<file path="config.mk">
export PLATFORM = sky130hd
export DESIGN_NAME = acq_sequencer_flat
export DESIGN_NICKNAME = d
export VERILOG_FILES = /design/src/rtl/acq_sequencer_pkg.sv /design/src/rtl/acq_sequencer_if.sv /design/src/rtl/acq_sequencer_ema_burst_gen.sv /design/src/rtl/acq_sequencer.sv /design/src/flat_wrapper.sv
export SDC_FILE = /design/constraint.sdc
export NUM_CORES = 1
export LEC_CHECK = 0
export BUFFER_PORTS_ARGS = -buffer_cell sky130_fd_sc_hd__buf_2
export CORE_MARGIN = 2
export CORE_UTILIZATION = 24
export DETAILED_ROUTE_END_ITERATION = 16
export GPL_TIMING_DRIVEN = 0
export MAX_ROUTING_LAYER = met4
export SLEW_MARGIN = 20
export SYNTH_ARGS = -nofsm -noshare
export SYNTH_HDL_FRONTEND = slang
export SYNTH_SLANG_ARGS = --single-unit
</file>
<file path="constraint.sdc">
create_clock -name clk_80mhz -period 3.2 [get_ports clk_80mhz]
set_input_delay 0.64 -clock clk_80mhz [delete_from_list [all_inputs] [get_ports clk_80mhz]]
set_output_delay 0.64 -clock clk_80mhz [all_outputs]
set_load 0.02 [all_outputs]
</file>
<file path="src/rtl/acq_sequencer_pkg.sv">
// Shared state encoding, driver polarities and burst-length helper for the
// acquisition sequencer and its EMA burst generator.
package acq_pkg;

    typedef enum logic [2:0] {
        IDLE   = 3'd0,
        CHARGE = 3'd1,
        FIRE   = 3'd2,
        ACQ    = 3'd3,
        READY  = 3'd4
    } state_t;

    // EMA drivers and the charge enable are all active low.
    localparam logic DRIVE_ON  = 1'b0;
    localparam logic DRIVE_OFF = 1'b1;

    localparam int PERIOD_W = 4;

    function automatic int pulse_len(input int periods, input int half, input int gap);
        return periods * 2 * half + (periods - 1) * gap;
    endfunction

endpackage

</file>
<file path="src/rtl/acq_sequencer_if.sv">
// Handshake and driver signals between the acquisition sequencer and the
// coil drivers, sample buffer and FSMC readout logic.
interface acq_sequencer_if #(
    parameter int ADDR_W = 13
);
    logic              start;
    logic              abort;
    logic              rd_done;
    logic              ema_pulse_p;
    logic              ema_pulse_n;
    logic              on_32;
    logic              cap_we;
    logic [ADDR_W-1:0] cap_addr;
    logic              data_ready;
    logic              busy;
    logic              start_ignored;

    modport master (
        input  start,
        input  abort,
        input  rd_done,
        output ema_pulse_p,
        output ema_pulse_n,
        output on_32,
        output cap_we,
        output cap_addr,
        output data_ready,
        output busy,
        output start_ignored
    );

    modport slave (
        output start,
        output abort,
        output rd_done,
        input  ema_pulse_p,
        input  ema_pulse_n,
        input  on_32,
        input  cap_we,
        input  cap_addr,
        input  data_ready,
        input  busy,
        input  start_ignored
    );

endinterface

</file>
<file path="src/rtl/acq_sequencer_ema_burst_gen.sv">
// Bipolar EMA burst generator: on fire_start emits NUM_PERIODS periods of
// P-low, N-low, gap, with registered active-low outputs.
module ema_burst_gen
    import acq_pkg::*;
#(
    parameter int PULSE_HALF  = 10,
    parameter int PULSE_GAP   = 3,
    parameter int NUM_PERIODS = 2
) (
    input  logic clk,
    input  logic rst,
    input  logic fire_start,
    input  logic kill,
    output logic pulse_p,
    output logic pulse_n,
    output logic done
);

    localparam int PERIOD_LEN = 2 * PULSE_HALF + PULSE_GAP;
    localparam int POS_W      = $clog2(PERIOD_LEN + 1);

    localparam logic [POS_W-1:0]    HALF_POS = POS_W'(PULSE_HALF);
    localparam logic [POS_W-1:0]    N_END    = POS_W'(2 * PULSE_HALF - 1);
    localparam logic [POS_W-1:0]    WRAP_POS = POS_W'(PERIOD_LEN - 1);
    localparam logic [PERIOD_W-1:0] LAST_PER = PERIOD_W'(NUM_PERIODS - 1);

    logic                active;
    logic [POS_W-1:0]    pos;
    logic [POS_W-1:0]    pos_nxt;
    logic [PERIOD_W-1:0] per;

    // The final period has no trailing gap, so the burst ends on its last N cycle.
    assign done = active && (per == LAST_PER) && (pos == N_END);

    always_comb begin
        pos_nxt = pos + POS_W'(1);
        if (pos == WRAP_POS) begin
            pos_nxt = '0;
        end
    end

    always_ff @(posedge clk) begin
        if (rst || kill) begin
            active  <= 1'b0;
            pos     <= '0;
            per     <= '0;
            pulse_p <= DRIVE_OFF;
            pulse_n <= DRIVE_OFF;
        end else if (fire_start) begin
            active  <= 1'b1;
            pos     <= '0;
            per     <= '0;
            pulse_p <= DRIVE_ON;
            pulse_n <= DRIVE_OFF;
        end else if (active) begin
            if (done) begin
                active  <= 1'b0;
                pos     <= '0;
                per     <= '0;
                pulse_p <= DRIVE_OFF;
                pulse_n <= DRIVE_OFF;
            end else begin
                pos <= pos_nxt;
                if (pos == WRAP_POS) begin
                    per <= per + PERIOD_W'(1);
                end
                pulse_p <= (pos_nxt < HALF_POS) ? DRIVE_ON : DRIVE_OFF;
                pulse_n <= ((pos_nxt >= HALF_POS) && (pos_nxt <= N_END)) ? DRIVE_ON : DRIVE_OFF;
            end
        end
    end

endmodule

</file>
<file path="src/rtl/acq_sequencer.sv">
// Acquisition shot sequencer: coil charge, EMA burst, ADC capture into the
// sample buffer, then data-ready handshake with the FSMC reader.
module acq_sequencer
    import acq_pkg::*;
#(
    parameter int CHARGE_CYCLES = 6400000,
    parameter int PULSE_HALF    = 10,
    parameter int PULSE_GAP     = 3,
    parameter int NUM_PERIODS   = 2,
    parameter int SAMPLES       = 5000,
    parameter int CNT_W         = 24,
    parameter int ADDR_W        = 13
) (
    input logic            clk_80mhz,
    input logic            rst,
    acq_sequencer_if.master bus
);

    localparam int PULSE_LEN = pulse_len(NUM_PERIODS, PULSE_HALF, PULSE_GAP);

    localparam logic [CNT_W-1:0]  CHARGE_LAST = CNT_W'(CHARGE_CYCLES - 1);
    localparam logic [ADDR_W-1:0] SAMPLE_LAST = ADDR_W'(SAMPLES - 1);

    generate
        if (SAMPLES <= PULSE_LEN || SAMPLES > 2 ** ADDR_W) begin : g_bad_samples
            $fatal(1, "acq_sequencer: SAMPLES must exceed the burst length and fit the buffer");
        end
        if (NUM_PERIODS < 1 || NUM_PERIODS > 15) begin : g_bad_periods
            $fatal(1, "acq_sequencer: NUM_PERIODS must be 1..15");
        end
        if (CHARGE_CYCLES < 1 || CHARGE_CYCLES > 2 ** CNT_W) begin : g_bad_charge
            $fatal(1, "acq_sequencer: CHARGE_CYCLES must be 1..2**CNT_W");
        end
    endgenerate

    state_t            state;
    logic [CNT_W-1:0]  charge_cnt;
    logic [ADDR_W-1:0] sample_cnt;
    logic              on_32;
    logic              cap_we;
    logic              data_ready;
    logic              busy;
    logic              start_ignored;
    logic              fire_start;
    logic              burst_p;
    logic              burst_n;
    logic              burst_done;

    // Launch the burst so its first P-low cycle coincides with the first capture.
    assign fire_start = (state == CHARGE) && (charge_cnt == CHARGE_LAST);

    ema_burst_gen #(
        .PULSE_HALF  (PULSE_HALF),
        .PULSE_GAP   (PULSE_GAP),
        .NUM_PERIODS (NUM_PERIODS)
    ) u_burst (
        .clk        (clk_80mhz),
        .rst        (rst),
        .fire_start (fire_start),
        .kill       (bus.abort),
        .pulse_p    (burst_p),
        .pulse_n    (burst_n),
        .done       (burst_done)
    );

    // Capture runs alongside the burst; FIRE only tracks when the coil may be released.
    always_ff @(posedge clk_80mhz) begin
        if (rst || bus.abort) begin
            state         <= IDLE;
            charge_cnt    <= '0;
            sample_cnt    <= '0;
            on_32         <= DRIVE_OFF;
            cap_we        <= 1'b0;
            data_ready    <= 1'b0;
            busy          <= 1'b0;
            start_ignored <= 1'b0;
        end else begin
            start_ignored <= bus.start && (state != IDLE);
            case (state)
                IDLE: begin
                    if (bus.start) begin
                        state      <= CHARGE;
                        charge_cnt <= '0;
                        on_32      <= DRIVE_ON;
                        busy       <= 1'b1;
                    end
                end
                CHARGE: begin
                    if (charge_cnt == CHARGE_LAST) begin
                        state      <= FIRE;
                        charge_cnt <= '0;
                        sample_cnt <= '0;
                        cap_we     <= 1'b1;
                    end else begin
                        charge_cnt <= charge_cnt + CNT_W'(1);
                    end
                end
                FIRE: begin
                    sample_cnt <= sample_cnt + ADDR_W'(1);
                    if (burst_done) begin
                        state <= ACQ;
                        on_32 <= DRIVE_OFF;
                    end
                end
                ACQ: begin
                    if (sample_cnt == SAMPLE_LAST) begin
                        state      <= READY;
                        sample_cnt <= '0;
                        cap_we     <= 1'b0;
                        data_ready <= 1'b1;
                    end else begin
                        sample_cnt <= sample_cnt + ADDR_W'(1);
                    end
                end
                READY: begin
                    if (bus.rd_done) begin
                        state      <= IDLE;
                        data_ready <= 1'b0;
                        busy       <= 1'b0;
                    end
                end
                default: begin
                    state <= IDLE;
                    busy  <= 1'b0;
                end
            endcase
        end
    end

    assign bus.ema_pulse_p   = burst_p;
    assign bus.ema_pulse_n   = burst_n;
    assign bus.on_32         = on_32;
    assign bus.cap_we        = cap_we;
    assign bus.cap_addr      = sample_cnt;
    assign bus.data_ready    = data_ready;
    assign bus.busy          = busy;
    assign bus.start_ignored = start_ignored;

endmodule

</file>
<file path="src/flat_wrapper.sv">
// flat-port wrapper written by rule: the top's interface ports become plain ports
module acq_sequencer_flat import acq_pkg::*;
#(
    parameter int CHARGE_CYCLES = 6400000,
    parameter int PULSE_HALF    = 10,
    parameter int PULSE_GAP     = 3,
    parameter int NUM_PERIODS   = 2,
    parameter int SAMPLES       = 5000,
    parameter int CNT_W         = 24,
    parameter int ADDR_W        = 13
)
  (clk_80mhz, rst, bus_start, bus_abort, bus_rd_done, bus_ema_pulse_p, bus_ema_pulse_n, bus_on_32, bus_cap_we, bus_cap_addr, bus_data_ready, bus_busy, bus_start_ignored);
  acq_sequencer_if #(.ADDR_W(ADDR_W)) bus_i ();
  input logic clk_80mhz;
  input logic rst;
  input wire logic [$bits(bus_i.start)-1:0] bus_start;
  input wire logic [$bits(bus_i.abort)-1:0] bus_abort;
  input wire logic [$bits(bus_i.rd_done)-1:0] bus_rd_done;
  output wire logic [$bits(bus_i.ema_pulse_p)-1:0] bus_ema_pulse_p;
  output wire logic [$bits(bus_i.ema_pulse_n)-1:0] bus_ema_pulse_n;
  output wire logic [$bits(bus_i.on_32)-1:0] bus_on_32;
  output wire logic [$bits(bus_i.cap_we)-1:0] bus_cap_we;
  output wire logic [$bits(bus_i.cap_addr)-1:0] bus_cap_addr;
  output wire logic [$bits(bus_i.data_ready)-1:0] bus_data_ready;
  output wire logic [$bits(bus_i.busy)-1:0] bus_busy;
  output wire logic [$bits(bus_i.start_ignored)-1:0] bus_start_ignored;
  assign bus_i.start = bus_start;
  assign bus_i.abort = bus_abort;
  assign bus_i.rd_done = bus_rd_done;
  assign bus_ema_pulse_p = bus_i.ema_pulse_p;
  assign bus_ema_pulse_n = bus_i.ema_pulse_n;
  assign bus_on_32 = bus_i.on_32;
  assign bus_cap_we = bus_i.cap_we;
  assign bus_cap_addr = bus_i.cap_addr;
  assign bus_data_ready = bus_i.data_ready;
  assign bus_busy = bus_i.busy;
  assign bus_start_ignored = bus_i.start_ignored;
  acq_sequencer #(.CHARGE_CYCLES(CHARGE_CYCLES), .PULSE_HALF(PULSE_HALF), .PULSE_GAP(PULSE_GAP), .NUM_PERIODS(NUM_PERIODS), .SAMPLES(SAMPLES), .CNT_W(CNT_W), .ADDR_W(ADDR_W)) u_core (.clk_80mhz(clk_80mhz), .rst(rst), .bus(bus_i));
endmodule
</file>
==> flow_summary.json <==
{
  "cts_tree": "done",
  "worst_ep_arrival_time_ps": 2940,
  "regToRegSetupSlack_ps": 460,
  "grt_first_pass_wirelength_um": 12100,
  "ys_seq_area_share_pct": 39.6,
  "via_per_inst": 4.90,
  "min_period_over_period_pct": 85.6,
  "seq_area_mm2": 0.00114,
  "first_pass_iters": 4,
  "layout.nets": 405,
  "final_cell_mix": "dfxtp_1, nor2_1, nand2_1",
  "ys.flop_type": "dfxtp_1",
  "avgRoutedWirePerCell_um": 12.7,
  "grt_max_degree": 11,
  "dp_hpwl_um": 4880,
  "fin_area_mm2": 0.00352,
  "drt_iter0_drc": 208,
  "ant_nets": 0,
  "max_freq_mhz": 365,
  "cts_setup_buffers": 0,
  "first_global_vias": 2592,
  "synth_xor_xnor_area_share_pct": 5.47,
  "avgSynthCellArea_um2": 8.03,
  "ys_types": 51,
  "cp-start-kind": "register",
  "synthCells": 359,
  "die_w_um": 114,
  "clockBufferDepth": 2,
  "synthAdderAreaFrac_pct": 2.61,
  "cts_hold_buf": 0,
  "hold_end": "u_core.bus.data_ready$_SDFFE_PP0P_",
  "p_sw_share_pct": 20.0,
  "synthMuxAreaShare_pct": 0.347,
  "clk_latency_ps": 320,
  "yosys_warnings": 0,
  "cts_inserted_buffers": 9,
  "peakVddDrop_mv": 0.269,
  "n_antenna_cell": 0,
  "clkSlewWorstSetupHoldPaths_ps": 50,
  "setup_tns_ps": 0,
  "rsz0062_at_grt": "false",
  "slew_viol_final": 0,
  "drc": 0,
  "endpoint_kind": "register",
  "worstReg2RegStart": "u_core.charge_cnt[0]$_SDFFE_PP0P_",
  "yosysTopAreaCell": "dfxtp_1",
  "die_h_um": 114,
  "crit_fanout": 10,
  "synth_edf_count": 0,
  "root_buffer": "clkbuf_16",
  "pwr-share-comb_pct": 2.6,
  "grt.total_usage_pct": 11.9,
  "multi_input_area_mm2": 0.00166,
  "synthTopCellsByArea": "dfxtp_1, nor2_1, o21ai_0",
  "synth_top_area_share_pct": 39.6,
  "drv_cap": 0,
  "netlist_area_mm2": 0.00288,
  "setup_violations": 0,
  "clock_sinks": 57,
  "synth_top_family_by_area": "simple AND/OR/NAND/NOR gates",
  "io_pins": 25,
  "final_common_cell": "dfxtp_1",
  "worst_pin_slew_ps": 1070,
  "fp.coreArea_mm2": 0.0119,
  "worst_hold_path_type": "reg -> reg",
  "synthToLayoutAreaGrowth_pct": 22.2,
  "intPower_w": 0.00145,
  "required_ps": 3400,
  "total_power_w": 0.00181,
  "clockPowerShare_pct": 57.7,
  "layout-drive-gt1-share_pct": 14.3,
  "die-area_mm2": 0.0129,
  "antenna_found_initial": 0,
  "dp.cells": 530,
  "synth_seq_cells": 57,
  "fin_skew_ps": 6.02,
  "postPlaceCellArea_mm2": 0.00319,
  "status": "complete, no violations",
  "cts_resized": 0,
  "fin_crit_ps": 2740,
  "whs_path_depth": 2,
  "worstHoldStart": "u_core.bus.data_ready$_SDFFE_PP0P_",
  "drt_wl_total_um": 6950,
  "synth-compound-area-share_pct": 17.5,
  "synthArstFlopShare_pct": 0,
  "slew-limit-headroom_pct": 27.9,
  "r2r-end": "u_core.charge_cnt[11]$_SDFFE_PP0P_",
  "seq_power_share_pct": 39.6,
  "start_util_pct": 24.3,
  "gp_congestion": 0.791,
  "criticalPathCategory": "reg -> reg",
  "p_leak_nw": 1.16,
  "fill_cells": 1258,
  "std_cell_rows": 40,
  "syn_nets": 370,
  "reg2reg_depth": 9,
  "h-tree-depth": 3,
  "io_buffers": 24,
  "num_vias": 2675,
  "finalHoldViolations": 0,
  "power_density_mw_per_mm2": 513,
  "overflow": 0,
  "final_cells": 546,
  "synth_simple_gate_area_share_pct": 31.4,
  "power.switching_w": 0.000360
}
metrics by stage:
stage          setup slack [ps]  hold slack (ps)  utilization, %
2_1_floorplan               866              452               -
3_3_place_gp                515              445            26.9
3_5_place_dp                493              448            26.9
4_1_cts                     474              459            29.6
5_1_grt                     241              510            29.7
6_report                    462              462            29.7
registers in the layout (all words and copies together) (netlist names), 3 cells and up:
name / cells
u_core.charge_cnt: 24
u_core.bus.cap_addr: 13
u_core.u_burst.pos: 5
u_core.u_burst.per: 4
u_core.state: 3
Yosys cell counts, drive strengths merged, types with 2 or more instances:
cell type,instances
nor2,58
a22oi,2
nand2,36
dfxtp,57
xnor2,14
xor2,4
a31oi,7
nor3b,3
nor2b,2
clkbuf,9
ha,6
o21ai,32
nand4,8
inv,8
nor3,14
nand4b,3
and4,2
a311oi,3
nor4,9
a21oi,30
and3,4
a211oi,4
buf,4
nor4b,5
nand3,17
final cells by class:
cell class	instances	share of cell area, %
Tap cell	147	5.22
Timing Repair Buffer	24	3.41
Buffer	13	1.67
Inverter	8	0.853
Clock inverter	5	2.20
Sequential cell	57	32.4
Clock buffer	11	7.18
Multi-Input combinational cell	281	47.1
critical path, cell delays in order, from the launching register on:
cell and delay (ps):
dfxtp_1 390, ha_1 220, nand3_2 140, or4_1 470
buf_2 200, o211ai_1 390, clkbuf_1 420, o21ai_0 190
nand2_1 110, o21ai_0 70
power groups by stage:
stage	combinational, W	sequential (W)	clock (W)
6_report	0.0000478	0.000716	0.00104
3_5_place_dp	0.0000468	0.000730	0
2_1_floorplan	0.0000283	0.000732	0
5_1_grt	0.0000528	0.000715	0.00111
3_3_place_gp	0.0000466	0.000730	0
4_1_cts	0.0000471	0.000716	0.00107
per-layer routing:
layer  global-route usage, %  wire, um  vias up
met5                       -         0        -
met4                    4.72        53        0
met3                    3.99       343        2
met2                    18.8      3210       46
met1                    14.1      3350     1257
li1                        -         -     1370
worst max-delay path by stage:
stage / startpoint / end / depth (start not counted) / slack [ps]
after floorplan: u_core.charge_cnt[0]$_SDFFE_PP0P_ / u_core.bus.cap_addr[7]$_SDFFE_PP0P_ / 9 / 870
after global placement: u_core.charge_cnt[0]$_SDFFE_PP0P_ / u_core.charge_cnt[11]$_SDFFE_PP0P_ / 9 / 510
after detailed placement: u_core.charge_cnt[0]$_SDFFE_PP0P_ / u_core.charge_cnt[11]$_SDFFE_PP0P_ / 9 / 490
after CTS: u_core.charge_cnt[0]$_SDFFE_PP0P_ / u_core.charge_cnt[11]$_SDFFE_PP0P_ / 9 / 470
after global routing: u_core.charge_cnt[0]$_SDFFE_PP0P_ / u_core.charge_cnt[5]$_SDFFE_PP0P_ / 9 / 240
final: u_core.charge_cnt[0]$_SDFFE_PP0P_ / u_core.charge_cnt[11]$_SDFFE_PP0P_ / 9 / 460
cells by family (layout without fill, tap and decap cells):
kind of cell	Yosys count	after routing
xor+xnor	18	18
buf+inv	21	61
mux	1	1
compound gates	87	87
simple gates	169	169
flops	57	57
fa+ha+maj	6	6
Note: power is estimated with default switching activity, not from simulation.
